## src/rtl/dmem_pkg.sv

```systemverilog
// Shared constants for the data-side memory responder: MMIO window base,
// register offsets and STATUS bit positions.
package dmem_pkg;

    localparam logic [23:0] MMIO_BASE = 24'hFFFFFF;

    // Byte offsets inside the MMIO window; decode compares them with A[1:0] forced to zero
    localparam logic [7:0] OFF_GPIO     = 8'h00;
    localparam logic [7:0] OFF_CYCLE_LO = 8'h04;
    localparam logic [7:0] OFF_CYCLE_HI = 8'h08;
    localparam logic [7:0] OFF_CMP      = 8'h0C;
    localparam logic [7:0] OFF_STATUS   = 8'h10;
    localparam logic [7:0] OFF_CONSOLE  = 8'h14;

    // STATUS register layout
    localparam int unsigned ST_MATCH     = 0;
    localparam int unsigned ST_FULL      = 1;
    localparam int unsigned ST_EMPTY     = 2;
    localparam int unsigned ST_OVERFLOW  = 3;
    localparam int unsigned ST_COUNT_LSB = 4;
    localparam int unsigned ST_COUNT_MSB = 7;

endpackage

```

## src/rtl/console_fifo.sv

```systemverilog
// Byte FIFO feeding the console consumer. Head entry is presented directly
// (no fall-through); a push while full is accepted only if a pop frees a slot.
module console_fifo #(
    parameter int unsigned FIFO_DEPTH = 4
) (
    input  logic                          clk,
    input  logic                          reset,
    input  logic                          push,
    input  logic                          pop,
    input  logic [7:0]                    din,
    output logic [7:0]                    dout,
    output logic                          full,
    output logic                          empty,
    output logic [$clog2(FIFO_DEPTH):0]   count,
    output logic                          overflow_set
);

    localparam int unsigned PW = (FIFO_DEPTH > 1) ? $clog2(FIFO_DEPTH) : 1;
    localparam int unsigned CW = $clog2(FIFO_DEPTH) + 1;

    logic [7:0]    store [FIFO_DEPTH];
    logic [PW-1:0] rd_ptr;
    logic [PW-1:0] wr_ptr;
    logic          do_pop;
    logic          do_push;

    function automatic logic [PW-1:0] ptr_next(input logic [PW-1:0] p);
        return (p == PW'(FIFO_DEPTH - 1)) ? '0 : p + PW'(1);
    endfunction

    assign full  = (count == CW'(FIFO_DEPTH));
    assign empty = (count == '0);
    assign dout  = store[rd_ptr];

    // A pop only happens with data present; a pop at full makes room for a same-edge push
    assign do_pop       = pop && !empty;
    assign do_push      = push && (!full || do_pop);
    assign overflow_set = push && !do_push;

    // Entry storage; contents need no reset since the pointers define validity
    always_ff @(posedge clk) begin
        if (do_push) begin
            store[wr_ptr] <= din;
        end
    end

    // Pointer and occupancy tracking
    always_ff @(posedge clk) begin
        if (reset) begin
            rd_ptr <= '0;
            wr_ptr <= '0;
            count  <= '0;
        end else begin
            if (do_pop) begin
                rd_ptr <= ptr_next(rd_ptr);
            end
            if (do_push) begin
                wr_ptr <= ptr_next(wr_ptr);
            end
            if (do_push && !do_pop) begin
                count <= count + CW'(1);
            end else if (do_pop && !do_push) begin
                count <= count - CW'(1);
            end
        end
    end

endmodule

```

## src/rtl/data_mem_mmio.sv

```systemverilog
// Data-port responder for the single-cycle core: word RAM plus an MMIO window
// holding GPIO, a 64-bit cycle counter, a compare/match flag and a console FIFO.
module data_mem_mmio
    import dmem_pkg::*;
#(
    parameter int unsigned DEPTH_WORDS = 64,
    parameter int unsigned FIFO_DEPTH  = 4
) (
    input  logic        CLK_DM,
    input  logic        reset_DM,
    input  logic [31:0] A_DM,
    input  logic [31:0] WD_DM,
    input  logic        WE_DM,
    output logic [31:0] RD_DM,
    output logic [31:0] gpio_DM,
    output logic [7:0]  cons_data_DM,
    output logic        cons_valid_DM,
    input  logic        cons_ready_DM
);

    localparam int unsigned AW = $clog2(DEPTH_WORDS);
    localparam int unsigned CW = $clog2(FIFO_DEPTH) + 1;

    logic [31:0]   ram [DEPTH_WORDS];
    logic [AW-1:0] ram_idx;
    logic          is_mmio;
    logic [7:0]    off;
    logic          wr_mmio;
    logic          wr_gpio;
    logic          wr_cmp;
    logic          wr_status;
    logic          wr_console;

    logic [63:0]   cycle_cnt;
    logic [31:0]   cmp_reg;
    logic [31:0]   gpio_reg;
    logic          match_flag;
    logic          overflow_flag;
    logic [31:0]   status_word;

    logic          fifo_full;
    logic          fifo_empty;
    logic [CW-1:0] fifo_count;
    logic          fifo_ovf_set;

    logic          unused_addr_lsbs;

    assign unused_addr_lsbs = ^A_DM[1:0];

    assign is_mmio    = (A_DM[31:8] == MMIO_BASE);
    assign off        = {A_DM[7:2], 2'b00};
    assign ram_idx    = A_DM[AW+1:2];
    assign wr_mmio    = WE_DM && is_mmio;
    assign wr_gpio    = wr_mmio && (off == OFF_GPIO);
    assign wr_cmp     = wr_mmio && (off == OFF_CMP);
    assign wr_status  = wr_mmio && (off == OFF_STATUS);
    assign wr_console = wr_mmio && (off == OFF_CONSOLE);

    assign gpio_DM       = gpio_reg;
    assign cons_valid_DM = !fifo_empty;

    console_fifo #(
        .FIFO_DEPTH(FIFO_DEPTH)
    ) u_console_fifo (
        .clk          (CLK_DM),
        .reset        (reset_DM),
        .push         (wr_console),
        .pop          (cons_ready_DM),
        .din          (WD_DM[7:0]),
        .dout         (cons_data_DM),
        .full         (fifo_full),
        .empty        (fifo_empty),
        .count        (fifo_count),
        .overflow_set (fifo_ovf_set)
    );

    // RAM write port; contents survive reset but a reset edge still blocks the write
    always_ff @(posedge CLK_DM) begin
        if (WE_DM && !is_mmio && !reset_DM) begin
            ram[ram_idx] <= WD_DM;
        end
    end

    // Counter, compare, GPIO and sticky flags; setting a flag wins over a same-edge clear
    always_ff @(posedge CLK_DM) begin
        if (reset_DM) begin
            cycle_cnt     <= '0;
            cmp_reg       <= '0;
            gpio_reg      <= '0;
            match_flag    <= 1'b0;
            overflow_flag <= 1'b0;
        end else begin
            cycle_cnt <= cycle_cnt + 64'd1;
            if (wr_gpio) begin
                gpio_reg <= WD_DM;
            end
            if (wr_cmp) begin
                cmp_reg <= WD_DM;
            end
            if (cycle_cnt[31:0] == cmp_reg) begin
                match_flag <= 1'b1;
            end else if (wr_status && WD_DM[ST_MATCH]) begin
                match_flag <= 1'b0;
            end
            if (fifo_ovf_set) begin
                overflow_flag <= 1'b1;
            end else if (wr_status && WD_DM[ST_OVERFLOW]) begin
                overflow_flag <= 1'b0;
            end
        end
    end

    // STATUS register assembly
    always_comb begin
        status_word                             = '0;
        status_word[ST_MATCH]                   = match_flag;
        status_word[ST_FULL]                    = fifo_full;
        status_word[ST_EMPTY]                   = fifo_empty;
        status_word[ST_OVERFLOW]                = overflow_flag;
        status_word[ST_COUNT_MSB:ST_COUNT_LSB]  = 4'(fifo_count);
    end

    // Combinational read-data mux; reads never change state
    always_comb begin
        RD_DM = '0;
        if (is_mmio) begin
            case (off)
                OFF_GPIO:     RD_DM = gpio_reg;
                OFF_CYCLE_LO: RD_DM = cycle_cnt[31:0];
                OFF_CYCLE_HI: RD_DM = cycle_cnt[63:32];
                OFF_CMP:      RD_DM = cmp_reg;
                OFF_STATUS:   RD_DM = status_word;
                default:      RD_DM = '0;
            endcase
        end else begin
            RD_DM = ram[ram_idx];
        end
    end

endmodule

```

## config.mk

```make
export PLATFORM = sky130hd
export DESIGN_NAME = data_mem_mmio
export DESIGN_NICKNAME = d
export VERILOG_FILES = /design/src/rtl/dmem_pkg.sv /design/src/rtl/console_fifo.sv /design/src/rtl/data_mem_mmio.sv
export SDC_FILE = /design/constraint.sdc
export NUM_CORES = 2
export LEC_CHECK = 0
export ABC_CLOCK_PERIOD_IN_PS = 18450
export CORE_MARGIN = 5
export CORE_UTILIZATION = 45
export CTS_BUF_LIST = sky130_fd_sc_hd__clkbuf_16
export DETAILED_ROUTE_END_ITERATION = 7
export PLACE_DENSITY = 0.68
export SLEW_MARGIN = 0
export SYNTH_ARGS = -nofsm -noshare
export SYNTH_HDL_FRONTEND = slang
export SYNTH_SLANG_ARGS = --single-unit
```

## constraint.sdc

```tcl
create_clock -name CLK_DM -period 18.45 [get_ports CLK_DM]
set_clock_uncertainty 0.2 [all_clocks]
set_input_delay 3.69 -clock CLK_DM [delete_from_list [all_inputs] [get_ports CLK_DM]]
set_output_delay 3.69 -clock CLK_DM [all_outputs]
set_load 0.1 [all_outputs]
```

Word level (Yosys, flattened, before mapping)
Memories as Yosys holds them, arrays and structs flattened. A register that Yosys moved wholly into a read port is not among the register bits.
Index checks and enable logic that the tools add are counted.
{"block": "word_totals", "mem_bits_ro": 0, "inputBits": 68, "latchBits": 0, "ramBits": 2080, "register_bits": 137, "n_memories": 2, "wordCells": 67}
{"name": "ram", "words": 64, "word_bits": 32, "read_ports": 1, "rd_ports_with_merged_regs": 0, "wr": 1, "line": "data_mem_mmio.sv:24", "text": "logic [31:0] ram [DEPTH_WORDS];"}
{"name": "u_console_fifo.store", "words": 4, "word_bits": 8, "read_ports": 1, "rd_ports_with_merged_regs": 1, "wr": 1, "line": "console_fifo.sv:21", "text": "logic [7:0] store [FIFO_DEPTH];"}
{"block": "classes", "reduce_logical": 26, "bitwise": 0, "n_div": 0, "n_addsub": 5, "n_mux": 16, "multipliers": 0, "eq_ne": 10, "shift": 0, "order_cmp": 0}
{"op": "$pmux W32 S5", "n": 1}
{"op": "$add A64 B1 Y64 const B", "n": 1}
{"op": "$eq A32 B32 Y1", "n": 1}
{"op": "$mux W32", "n": 1}
{"op": "$eq A24 B24 Y1 const B", "n": 1}
{"op": "$logic_and A1 B1 Y1", "n": 14}
{"op": "$eq A6 B2 Y1 const B", "n": 2}
{"op": "$eq A6 B3 Y1 const B", "n": 2}
{"op": "$logic_not A8 Y1", "n": 1}
{"op": "$mux W1", "n": 8}
{"op": "$mux W2", "n": 4}
{"op": "$eq A6 B1 Y1 const B", "n": 1}
{"op": "$logic_not A1 Y1", "n": 6}
{"op": "$mux W3", "n": 2}
{"op": "$reduce_bool A2 Y1", "n": 3}
{"op": "$add A2 B1 Y2 const B", "n": 2}
{"op": "$eq A2 B2 Y1 const B", "n": 2}
{"op": "$add A3 B1 Y3 const B", "n": 1}
{"op": "$eq A3 B3 Y1 const B", "n": 1}
{"op": "$logic_not A3 Y1", "n": 1}
{"op": "$sub A3 B1 Y3 const B", "n": 1}
{"op": "$logic_or A1 B1 Y1", "n": 1}

Longest topological paths before layout
{"block": "depth", "word_depth": 9, "depth_mapped": 14, "depth_no_buf": 10}

Cells and area by module
Synthesis repeated with hierarchy kept, for this count alone.
{"block": "hier_totals", "cells_unflattened": 4876, "area_unflattened_um2": 88235.9}
{"module": "data_mem_mmio", "seq_area_each_um2": 64101.5, "area_each_um2": 86588.0, "cells_per_inst": 4785, "instances": 1}
{"module": "console_fifo", "seq_area_each_um2": 1141.1, "area_each_um2": 1647.8, "cells_per_inst": 91, "instances": 1}

Worst setup path before layout
Ideal clock, no wire load.
{"block": "synth_timing", "kind": "in2out", "from": "input port A_DM[2]", "to": "output port RD_DM[2]", "required_ps": 14560, "path_slack_ps": 6982, "path_buffers": 6, "cell_stages": 10, "arrival_time_ps": 7578, "path_cell_list": "buf_4 -> buf_2 -> buf_6 -> buf_4 -> buf_4 -> buf_6 -> a211oi_1 -> a221oi_1 -> a221oi_1 -> o311ai_1"}
{"block": "synth_via", "elab_chain_len": 3}
{"item": "start: declaration", "line": "data_mem_mmio.sv:11", "text": "input logic [31:0] A_DM,"}
{"item": "parallel branches: the longest is 2 deep, another holds $mem_v2 Z64 W32"}
{"item": "$mux W32 *", "line": "data_mem_mmio.sv:126", "text": "if (is_mmio) begin"}
{"item": "end: declaration", "line": "data_mem_mmio.sv:14", "text": "output logic [31:0] RD_DM,"}
Every way passes the cells marked *.

Final worst setup path
{"block": "layout_timing", "from": "input port A_DM[4]", "to": "output port RD_DM[19]"}
The elaborated chain is that of the path after synthesis.

==> flow_summary.ini <==
[outcome]
status = finished clean

[synthesis]
synth_top_cell_area_share = 0.7109
netlist_area_um2 = 87870
synth_edf_count = 2080
seq_area_frac_synth = 0.7425
synthesis.nets = 4937
synth_seq_cells = 2219
synth_ff_type = edfxtp_1
synth_top_cell_by_area = edfxtp_1
yosysUniqueCellTypes = 62
synthTopCellsByArea = edfxtp_1, mux4_2, mux2i_1
avgSynthCellArea_um2 = 18.08
synthTopCellsByCount = edfxtp_1, mux2i_1, nand2_1
yosys_warnings = 0
netlist_instances = 4861
async_flop_share = 0
yosysMostFrequentCell = edfxtp_1

[floorplan]
row_count = 162
floorplan.die_area_um2 = 204200
die-width_um = 451.9
die-height_um = 451.9
boundaryPins = 141
initial_core_util = 0.4515
coreArea_um2 = 194600

[worst_setup_path]
endpoint_kind = primary output
worstReg2RegStart = cycle_cnt[0]
path_max_fanout = 49
start_kind = input pin
critPathRequiredTime_ps = 14560
crit_type = input pin to primary output
arrival_ps = 9010
cp-startpoint = A_DM[4]

[cts]
cts_tree = built
numCtsBuffers = 209
cts-root-buf = clkbuf_16
cts_setup_buffers = 0
cts_max_path_buffers = 3
htreeDepth = 4
insertion_delay_ps = 840
cts.clk_slew.worst_paths_ps = 60
cts.sinks = 2219
postCtsHoldBufs = 0
cts_resized = 0

[timing]
grt_setup_unrepaired = false
fmax_mhz = 77.55
worst_pin_slew_ps = 1316
finalCritPeriodShare = 0.6989
max-slew-margin-rel = 0.1223
final-setup-viol-count = 0
setup-tns-final_ps = 0
drv_slew = 0
post-route-min-period_ps = 12900
final_hold_viol_count = 0

[grt]
grt_overflow = 0
grt_pass1_vias = 46580
grt_usage = 0.2279
grt_pass1_wl_um = 336800
grt_antenna_before_repair = 12
grt_max_degree = 92

[min_path]
min_from = overflow_flag
hp-class = flip-flop to flip-flop

[detailed_routing]
routed_wl_um = 236800
highest_layer = met4
via_count = 47820
dr.pass1.iters = 6
final_antenna_net_count = 0
wl_met2_um = 109700
route.detailed.drc = 0
vias_per_cell = 6.142
drt_iter0_markers = 6369
m1WireLength_um = 93470
wl_per_cell_um = 30.42
dr_wl_met3_um = 25680

[finish]
final_cells = 7785
final_nets = 5131
drive_above_1_share = 0.1806
top_regs = ram (2048), cycle_cnt (64)
largest_reg_flops = 2048
areaGrowthSynthToFinish_pct = 12.59
regMostFlops = ram

[placed_design]
place_inst = 7386
numPortBuffers = 138
place_congestion = 0.8754
hpwl_um = 128800

[power]
cellPowerDensity_nw_per_um2 = 103.1
power.leakage_nw = 31.91
ir_worst_vdd_mv = 0.08865

[flow_run]
max_cap_viol_count = 0
==> power by group <==
part	switching, mW	internal, mW
clock network	1.86	2.22
registers	0.00523	5.52
logic	0.416	0.182
==> stage by stage <==
stage	cell area [um2]	total power [mW]	hold slack (ps)	util	worst slack, ps
5_1_grt	98910	10.50	297.2	0.5083	5221
4_1_cts	98900	10.24	279.5	0.5083	5579
3_3_place_gp	92410	6.216	260.7	0.4749	5612
2_1_floorplan	87870	5.982	243.7	-	6982
3_5_place_dp	92410	6.225	271.0	0.4749	5579
6_report	98930	10.20	278.9	0.5084	5555
==> path summary, 6_finish.rpt <==
kind                   end  slack [ps]  cells after the start
max              RD_DM[19]        5550                     10
min          overflow_flag         280                      2
max reg2reg  cycle_cnt[42]       15190                      7
min reg2reg  overflow_flag         280                      2
==> metal layers <==
metal,track usage,vias to the layer above
met2,0.3525,2560
met3,0.04918,417
met5,0,-
li1,-,19990
met1,0.3263,24850
met4,0.07221,0
==> critical path, cell delays in order <==
cell and delay [ps]:
buf_8 330, buf_4 580, buf_4 680, buf_4 700, a21oi_1 110, a221oi_1 310, nand2_1 130, a21oi_1 780
a221o_1 430, clkdlybuf4s50_1 1180
==> cells in the final DEF (no fill, tap or decap), types with 13 or more instances in the layout <==
| master | instances |
|---|---|
| and3_1 | 23 |
| a31oi_1 | 23 |
| nor2_1 | 91 |
| buf_4 | 143 |
| a311oi_1 | 18 |
| dfxtp_1 | 139 |
| xnor2_1 | 58 |
| nor3_1 | 13 |
| nand2_1 | 333 |
| buf_2 | 32 |
| a211oi_1 | 13 |
| clkbuf_16 | 211 |
| edfxtp_1 | 2080 |
| o21ai_0 | 65 |
| xor2_1 | 31 |
| inv_1 | 74 |
| a221oi_1 | 60 |
| mux2_2 | 80 |
| nand3_1 | 75 |
| clkinv_1 | 51 |
| nor2_4 | 62 |
| clkdlybuf4s50_1 | 100 |
| o21a_1 | 40 |
| a22oi_1 | 158 |
| nand4_1 | 30 |
| clkinv_2 | 38 |
| a21oi_1 | 200 |
| mux4_2 | 308 |
| a221o_1 | 17 |
| mux2i_1 | 442 |
| or3_1 | 14 |
| nor2b_1 | 20 |
==> kinds of logic (layout without fill, tap and decap cells) <==
| group | after synthesis | in the layout | share of synthesized area |
|---|---|---|---|
| adder cells (fa/ha/maj) | 8 | 8 | 0.001225 |
| AND/OR/NAND/NOR | 721 | 721 | 0.03702 |
| XOR/XNOR | 89 | 89 | 0.008872 |
| multiplexers | 830 | 830 | 0.1396 |
| buffers and inverters | 318 | 691 | 0.01858 |
| AO/OA/AOI/OAI | 676 | 676 | 0.05222 |
| other | 0 | 9 | 0 |
| flip-flops | 2219 | 2219 | 0.7425 |
==> cell type report <==
cell class / count / area (um2)
flip-flops and latches: 2219 / 65240
clock buffers: 211 / 5280
inverters: 18 / 77.57
clock inverters: 179 / 1219
well taps: 2542 / 3181
multi-input cells: 2324 / 21530
diodes: 9 / 22.52
repair buffers: 283 / 2380
fillers: 15540 / 95660
No activity file was read; power rests on OpenSTA's default activity.
